==> src/rtl/w100_stim_gen.sv <==
// Self-checking stimulus source for w100: LFSR-driven G0..G3, golden G10 compare, start/done handshake.
// Optional first-failure log enabled by defining W100_STIM_ERRLOG_EN.
module w100_stim_gen #(
  parameter int unsigned NUM_VECTORS = 64,
  parameter logic [7:0]  LFSR_SEED   = 8'hA5,
  parameter int unsigned CNT_W       = 16
) (
  input  logic             clock,
  input  logic             reset_n,
  input  logic             start,
  output logic             G0,
  output logic             G1,
  output logic             G2,
  output logic             G3,
  input  logic             G10,
  output logic             busy,
  output logic             done,
  output logic             pass,
  output logic [CNT_W-1:0] err_count,
  output logic [CNT_W-1:0] vec_index
`ifdef W100_STIM_ERRLOG_EN
  ,
  output logic [CNT_W-1:0] first_fail_idx,
  output logic [4:0]       first_fail_vec
`endif
);

  typedef enum logic [1:0] {
    S_IDLE,
    S_RUN,
    S_DONE
  } state_t;

  localparam logic [CNT_W-1:0] LAST_IDX = CNT_W'(NUM_VECTORS - 1);

  state_t           state;
  logic [7:0]       lfsr;
  logic [7:0]       lfsr_nxt;
  logic             g3_d;
  logic             exp_g10;
  logic             mismatch;
  logic             last_vec;
  logic [CNT_W-1:0] err_nxt;

  // g3_d shadows w100's internal G7 register so the golden compare is cycle-exact.
  always_comb begin
    lfsr_nxt = {lfsr[6:0], lfsr[7] ^ lfsr[5] ^ lfsr[4] ^ lfsr[3]};
    exp_g10  = g3_d & ~(G1 ? G0 : G2);
    mismatch = (G10 != exp_g10);
    last_vec = (vec_index == LAST_IDX);
    err_nxt  = err_count;
    if (mismatch && (err_count != '1)) begin
      err_nxt = err_count + CNT_W'(1);
    end
  end

  always_ff @(posedge clock or negedge reset_n) begin
    if (!reset_n) begin
      state     <= S_IDLE;
      lfsr      <= LFSR_SEED;
      G0        <= 1'b0;
      G1        <= 1'b0;
      G2        <= 1'b0;
      G3        <= 1'b0;
      busy      <= 1'b0;
      done      <= 1'b0;
      pass      <= 1'b0;
      err_count <= '0;
      vec_index <= '0;
      g3_d      <= 1'b0;
`ifdef W100_STIM_ERRLOG_EN
      first_fail_idx <= '0;
      first_fail_vec <= '0;
`endif
    end else begin
      unique case (state)
        S_IDLE, S_DONE: begin
          if (start) begin
            state     <= S_RUN;
            lfsr      <= LFSR_SEED;
            {G3, G2, G1, G0} <= LFSR_SEED[3:0];
            busy      <= 1'b1;
            done      <= 1'b0;
            pass      <= 1'b0;
            err_count <= '0;
            vec_index <= '0;
            g3_d      <= 1'b0;
`ifdef W100_STIM_ERRLOG_EN
            first_fail_idx <= '0;
            first_fail_vec <= '0;
`endif
          end
        end
        S_RUN: begin
          err_count <= err_nxt;
          g3_d      <= G3;
          lfsr      <= lfsr_nxt;
`ifdef W100_STIM_ERRLOG_EN
          if (mismatch && (err_count == '0)) begin
            first_fail_idx <= vec_index;
            first_fail_vec <= {G10, G3, G2, G1, G0};
          end
`endif
          if (last_vec) begin
            // Final compare is folded into pass via err_nxt; vec_index stays on the last vector.
            state <= S_DONE;
            {G3, G2, G1, G0} <= 4'h0;
            busy  <= 1'b0;
            done  <= 1'b1;
            pass  <= (err_nxt == '0);
          end else begin
            {G3, G2, G1, G0} <= lfsr_nxt[3:0];
            vec_index <= vec_index + CNT_W'(1);
          end
        end
        default: state <= S_IDLE;
      endcase
    end
  end

endmodule

==> config.mk <==
export PLATFORM = sky130hd
export DESIGN_NAME = w100_stim_gen
export DESIGN_NICKNAME = d
export VERILOG_FILES = /design/src/rtl/w100_stim_gen.sv
export SDC_FILE = /design/constraint.sdc
export NUM_CORES = 1
export LEC_CHECK = 0
export CORE_MARGIN = 5
export CORE_UTILIZATION = 58
export DETAILED_ROUTE_END_ITERATION = 12
export PLACE_DENSITY = 0.86
export SLEW_MARGIN = 20
export SYNTH_ARGS = -nofsm -noshare
export SYNTH_HDL_FRONTEND = slang
export SYNTH_SLANG_ARGS = --single-unit
export TNS_END_PERCENT = 20
==> constraint.sdc <==
create_clock -name clock -period 4.4 [get_ports clock]
set_input_delay 0.66 -clock clock [delete_from_list [all_inputs] [get_ports clock]]
set_output_delay 0.66 -clock clock [all_outputs]
set_load 0.05 [all_outputs]
# After elaboration in Yosys (flattened, before gate mapping)
# Index checks and enable logic that the tools add are counted.
[totals] reg_bits=50 input_bits=4 elab_cells=64
[classes] n_mux=28 eq_ne=8 bitwise=5 n_reduce_logical=9 n_addsub=2
[ops] cell="$pmux 16 s2" n=2
[ops] cell="$mux 16" n=3
[ops] cell="$add 16x1->16 const B" n=2
[ops] cell="$eq 16x6->1 const B" n=1
[ops] cell="$logic_not 16->1" n=1
[ops] cell="$ne 16x16->1 const B" n=1
[ops] cell="$pmux 1 s2" n=8
[ops] cell="$pmux 8 s2" n=1
[ops] cell="$mux 1" n=10
[ops] cell="$mux 8" n=1
[ops] cell="$ne 2x2->1 const B" n=3
[ops] cell="$reduce_and 3->1" n=2
[ops] cell="$mux 2" n=2
[ops] cell="$pmux 2 s2" n=1
[ops] cell="$reduce_and 2->1" n=2
[ops] cell="$xor 1x1->1" n=3
[ops] cell="$eq 2x1->1 const B" n=1
[ops] cell="$eq 2x2->1 const B" n=1
[ops] cell="$logic_not 2->1" n=1
[ops] cell="$reduce_bool 2->1" n=1
[ops] cell="$reduce_or 2->1" n=1
[ops] cell="$and 1x1->1" n=1
[ops] cell="$logic_and 1x1->1" n=1
[ops] cell="$ne 1x1->1" n=1
[ops] cell="$not 1->1" n=1

# Logic depth before layout (Yosys ltp)
[depth] depth_word=9 mapped_depth=10

# Worst setup path before layout
# OpenSTA, ideal clock, no wires.
[synth_path] path_type="register to register" from="reg G1" to="reg pass" required_ns=4.332 path_slack_ns=1.758 arrival_time_ns=2.574 stages_incl_launch_ff=10 n_path_buf=1 path_cell_list="dfrtp_1 -> mux2_4 -> or3_1 -> and2_1 -> buf_6 -> nor4_4 -> xnor2_1 -> o2111ai_1 -> nor4_1 -> a32o_1"
[synth_between] elab_chain_len=9
[synth_rtl] item="from (decl)" line="12" text="output logic G1,"
[synth_rtl] item="from (signal assigned)" line="81" text="{G3, G2, G1, G0} <= LFSR_SEED[3:0];"
[synth_rtl] item="from (signal assigned)" line="112" text="{G3, G2, G1, G0} <= lfsr_nxt[3:0];"
[synth_rtl] item="$mux 1" line="48" text="exp_g10 = g3_d & ~(G1 ? G0 : G2);"
[synth_rtl] item="$not 1->1" line="48"
[synth_rtl] item="$and 1x1->1" line="48"
[synth_rtl] item="$ne 1x1->1" line="49" text="mismatch = (G10 != exp_g10);"
[synth_rtl] item="$logic_and 1x1->1" line="52" text="if (mismatch && (err_count != '1)) begin"
[synth_rtl] item="$mux 16" line="52"
[synth_rtl] item="$logic_not 16->1" line="110" text="pass <= (err_nxt == '0);"
[synth_rtl] item="$mux 1" line="104" text="if (last_vec) begin"
[synth_rtl] item="$pmux 1 s2" line="76" text="unique case (state)"
[synth_rtl] item="to (signal assigned)" line="110"
[synth_rtl] item="to (decl)" line="18" text="output logic pass,"
# Every way passes these cells. The select of a mux whose other input is x is not followed.
# A chain may end at the register's enable or synchronous reset.

# Worst setup path after layout
[layout_path] from="in G10" to="reg pass"
[layout_between] elab_chain_len=6
[layout_rtl] item="from (decl)" line="15" text="input logic G10,"
[layout_rtl] item="$ne 1x1->1" line="49"
[layout_rtl] item="$logic_and 1x1->1" line="52"
[layout_rtl] item="$mux 16" line="52"
[layout_rtl] item="$logic_not 16->1" line="110"
[layout_rtl] item="$mux 1" line="104"
[layout_rtl] item="$pmux 1 s2" line="76"
# Every way passes these cells. The select of a mux whose other input is x is not followed.

==> results.py <==
metrics = {
    "yosys": {
        "synth-compound-area-share_pct": 12.4,
        "post-synth-top-area-cell": "dfrtp_1",
        "synth-seq-area-share_pct": 46.5,
        "yosys.area_share.simple_pct": 27.2,
        "netlist.area_leader.share_pct": 42.6,
        "synth_top_family_by_area": "simple AND/OR/NAND/NOR gates",
        "netlist_area_um2": 2700,
        "synth_seq_cells": 50,
        "async_flop_share_pct": 100,
        "synth_area_leaders": "dfrtp_1, nand2_1, o21ai_0, dfstp_2, xnor2_1",
        "ys_types": 48,
        "synth.avg_cell_area_um2": 9.32,
        "synth_xor_area_share_pct": 8.05,
        "yosysWarnings": 0,
        "synth_fa_ha_area_share_pct": 0.925,
        "netlist_instances": 290,
        "synth-edff-count": 0,
        "synthMuxAreaShare_pct": 1.34,
        "synth.net_count": 296,
        "synthFlopType": "dfrtp_1",
    },
    "cts": {
        "cts_buffers": 5,
        "cts_resized": 0,
        "clkSlewWorstSetupHoldPaths_ps": 100,
        "numClockSinks": 50,
        "root_buffer": "clkbuf_8",
        "clock_latency_ps": 310,
        "htree_levels": 2,
        "ctsHoldBuffers": 0,
        "clk_path_buf_depth": 2,
        "tritoncts": "done",
        "post_cts_buffers": 0,
    },
    "setup_path": {
        "crit_chain": "clkdlybuf4s50_1 > or3_1 > and2_1 > nor4_1 > mux2i_1 > nand3_1 > nor4_1 > a32o_1",
        "slowest_stage": "clkdlybuf4s50_1",
        "cpPeakStageDelay_ps": 410,
        "cp-end-kind": "flop",
        "cpMostUsedCell": "nor4_1",
        "cp.required_ps": 4650,
        "critPathTopFamily": "simple AND/OR/NAND/NOR gates",
        "critPathLaunchType": "input port",
        "path_class": "in -> reg",
        "path_buf_inv": 1,
        "cp_data_arrival_time_ps": 2920,
        "path_max_fanout": 8,
    },
    "layout": {
        "diodes": 0,
        "drive_above_1_share_pct": 7.90,
        "final_common_cell": "dfrtp_1",
        "fillCellCount": 332,
        "layout_common_cells": "dfrtp_1, nand2_1, clkdlybuf4s50_1",
        "nNetsFinal": 334,
        "final_cells": 381,
        "synthToLayoutAreaGrowth_pct": 19.8,
        "stdcell_area_um2": 3240,
    },
    "timing": {
        "maxSlewHeadroom_pct": 38.1,
        "period_needed_ps": 2670,
        "slew_violations": 0,
        "tns_ps": 0,
        "fin_crit_sh_pct": 60.6,
        "hold_violations": 0,
        "setup_viol": 0,
        "max_clock_freq_ghz": 0.375,
        "finClkSkew_ps": 6.23,
        "tightestPinTransition_ps": 924,
        "setup_slack_ps": 1730,
        "fin_hold_ws_ps": 339,
        "rsz0062_at_grt": "no",
    },
    "power_and_ir_drop": {
        "total_leakage_power_nw": 1.38,
        "power_density_nw_per_um2": 652,
        "seq_power_share_pct": 35.8,
        "p_clk_share_pct": 13.8,
        "switching_power_mw": 0.996,
        "pwr-share-comb_pct": 50.4,
        "intPower_mw": 1.11,
        "switching_share_pct": 47.2,
        "max-vdd-ir-drop_mv": 0.555,
    },
    "status": {
        "status": "complete, no violations",
    },
    "global_routing": {
        "grt_usage_pct": 21.8,
        "antenna_found_initial": 0,
        "grt_max_degree": 51,
        "grt_overflow": 0,
        "grt_pass1_vias": 2167,
        "grt_first_pass_wirelength_um": 10600,
    },
    "placed_design": {
        "place_area_um2": 3140,
        "dpl.hpwl_um": 4380,
        "pre_cts_ws_ps": 1420,
        "portBuffers": 42,
        "dp.cells": 373,
        "gp_congestion": 0.904,
    },
    "die": {
        "core_area_um2": 4440,
        "num_io_pins": 43,
        "die_area_um2": 6130,
        "die_x_um": 78.3,
        "die_h_um": 78.3,
        "start_util_pct": 60.8,
        "rows": 24,
    },
    "flow_run": {
        "cap_viol_max_count": 0,
    },
    "routing": {
        "drcViolationCount": 0,
        "viasPerCell": 5.95,
        "drt_iter0_markers": 190,
        "drt_wl_total_um": 6230,
        "drt_pass1_iterations": 4,
        "vias": 2267,
        "wire_per_inst_um": 16.3,
        "ant_nets": 0,
    },
    "worst_hold_path": {
        "hold_path_class": "in -> async",
    },
}
## layout make-up
type	instances	area [um^2]	share of cell area (%)
Multi-Input combinational cell	219	1350	41.7
Sequential cell	50	1260	38.8
Timing Repair Buffer	45	440	13.6
Clock buffer	6	82.6	2.55
Tap cell	52	65.1	2.01
Inverter	7	26.3	0.811
Clock inverter	2	17.5	0.541
## sequential cells by signal, indices dropped and copies added, names as in the netlist
register and flops:
G0 1, G1 1, G2 1, G3 1, busy 1, done 1, err_count 16, g3_d 1
lfsr 8, pass 1, state 2, vec_index 16
## metrics by stage
step	util [%]	total power [mW]
after floorplan	-	1.50
after global placement	70.6	1.79
after detailed placement	70.6	1.81
after CTS	72.8	2.11
after global routing	72.9	2.24
final	72.9	2.11
## cell families after synthesis
family,after synthesis
and+or+nand+nor,136
AOI/OAI and AO/OA,54
xor gates and xnor gates,24
muxes,3
buffers and inverters,21
adders and majority gates,2
DFF,50
## power by group through the flow
stage | combinational [mW] | clock (mW) | sequential (mW)
global placement | 1.04 | 0 | 0.755
floorplan | 0.497 | 0 | 1.01
CTS | 1.06 | 0.294 | 0.753
finish | 1.06 | 0.291 | 0.756
global route | 1.14 | 0.318 | 0.779
detailed placement | 1.05 | 0 | 0.760
## metal layers
layer,GRT usage (%),routed length (um),vias to the layer above
met1,29.8,2980,1104
met2,35.2,2890,62
met4,6.99,81,0
met5,0,0,-
li1,-,-,1094
met3,4.35,274,7
## worst register-to-register path, stage by stage (launching register included)
cell and delay, ps:
dfrtp_1 400, nand2b_1 560, nor2_2 520, nor2_1 150
inv_1 100, and3_1 260, nand2_1 120, or3_1 360
a21oi_1 140
## Yosys cell counts (4+ instances only)
cell type,n
and3_1,9
xor2_1,11
nor3_1,6
a22o_1,6
and4_1,5
nand3_1,12
dfstp_2,4
nor2_1,27
xnor2_1,12
nand4_1,7
nand2_1,43
clkbuf_1,9
nor4_1,4
or3_1,4
o21ai_0,24
dfrtp_1,46
inv_1,7
o31ai_1,7
a21oi_1,7
## final timing paths
path	startpoint	to	slack (ps)	cells past startpoint
max in group asynchronous	reset_n	err_count[8]	3630	1
worst max-delay path	G10	pass	1730	8
worst max register to register	state[1]	vec_index[13]	1740	8
worst min-delay path	reset_n	vec_index[1]	340	1
min in group clock	done	done	500	2
worst min register to register	done	done	500	2
(Power assumes the default switching activity.)
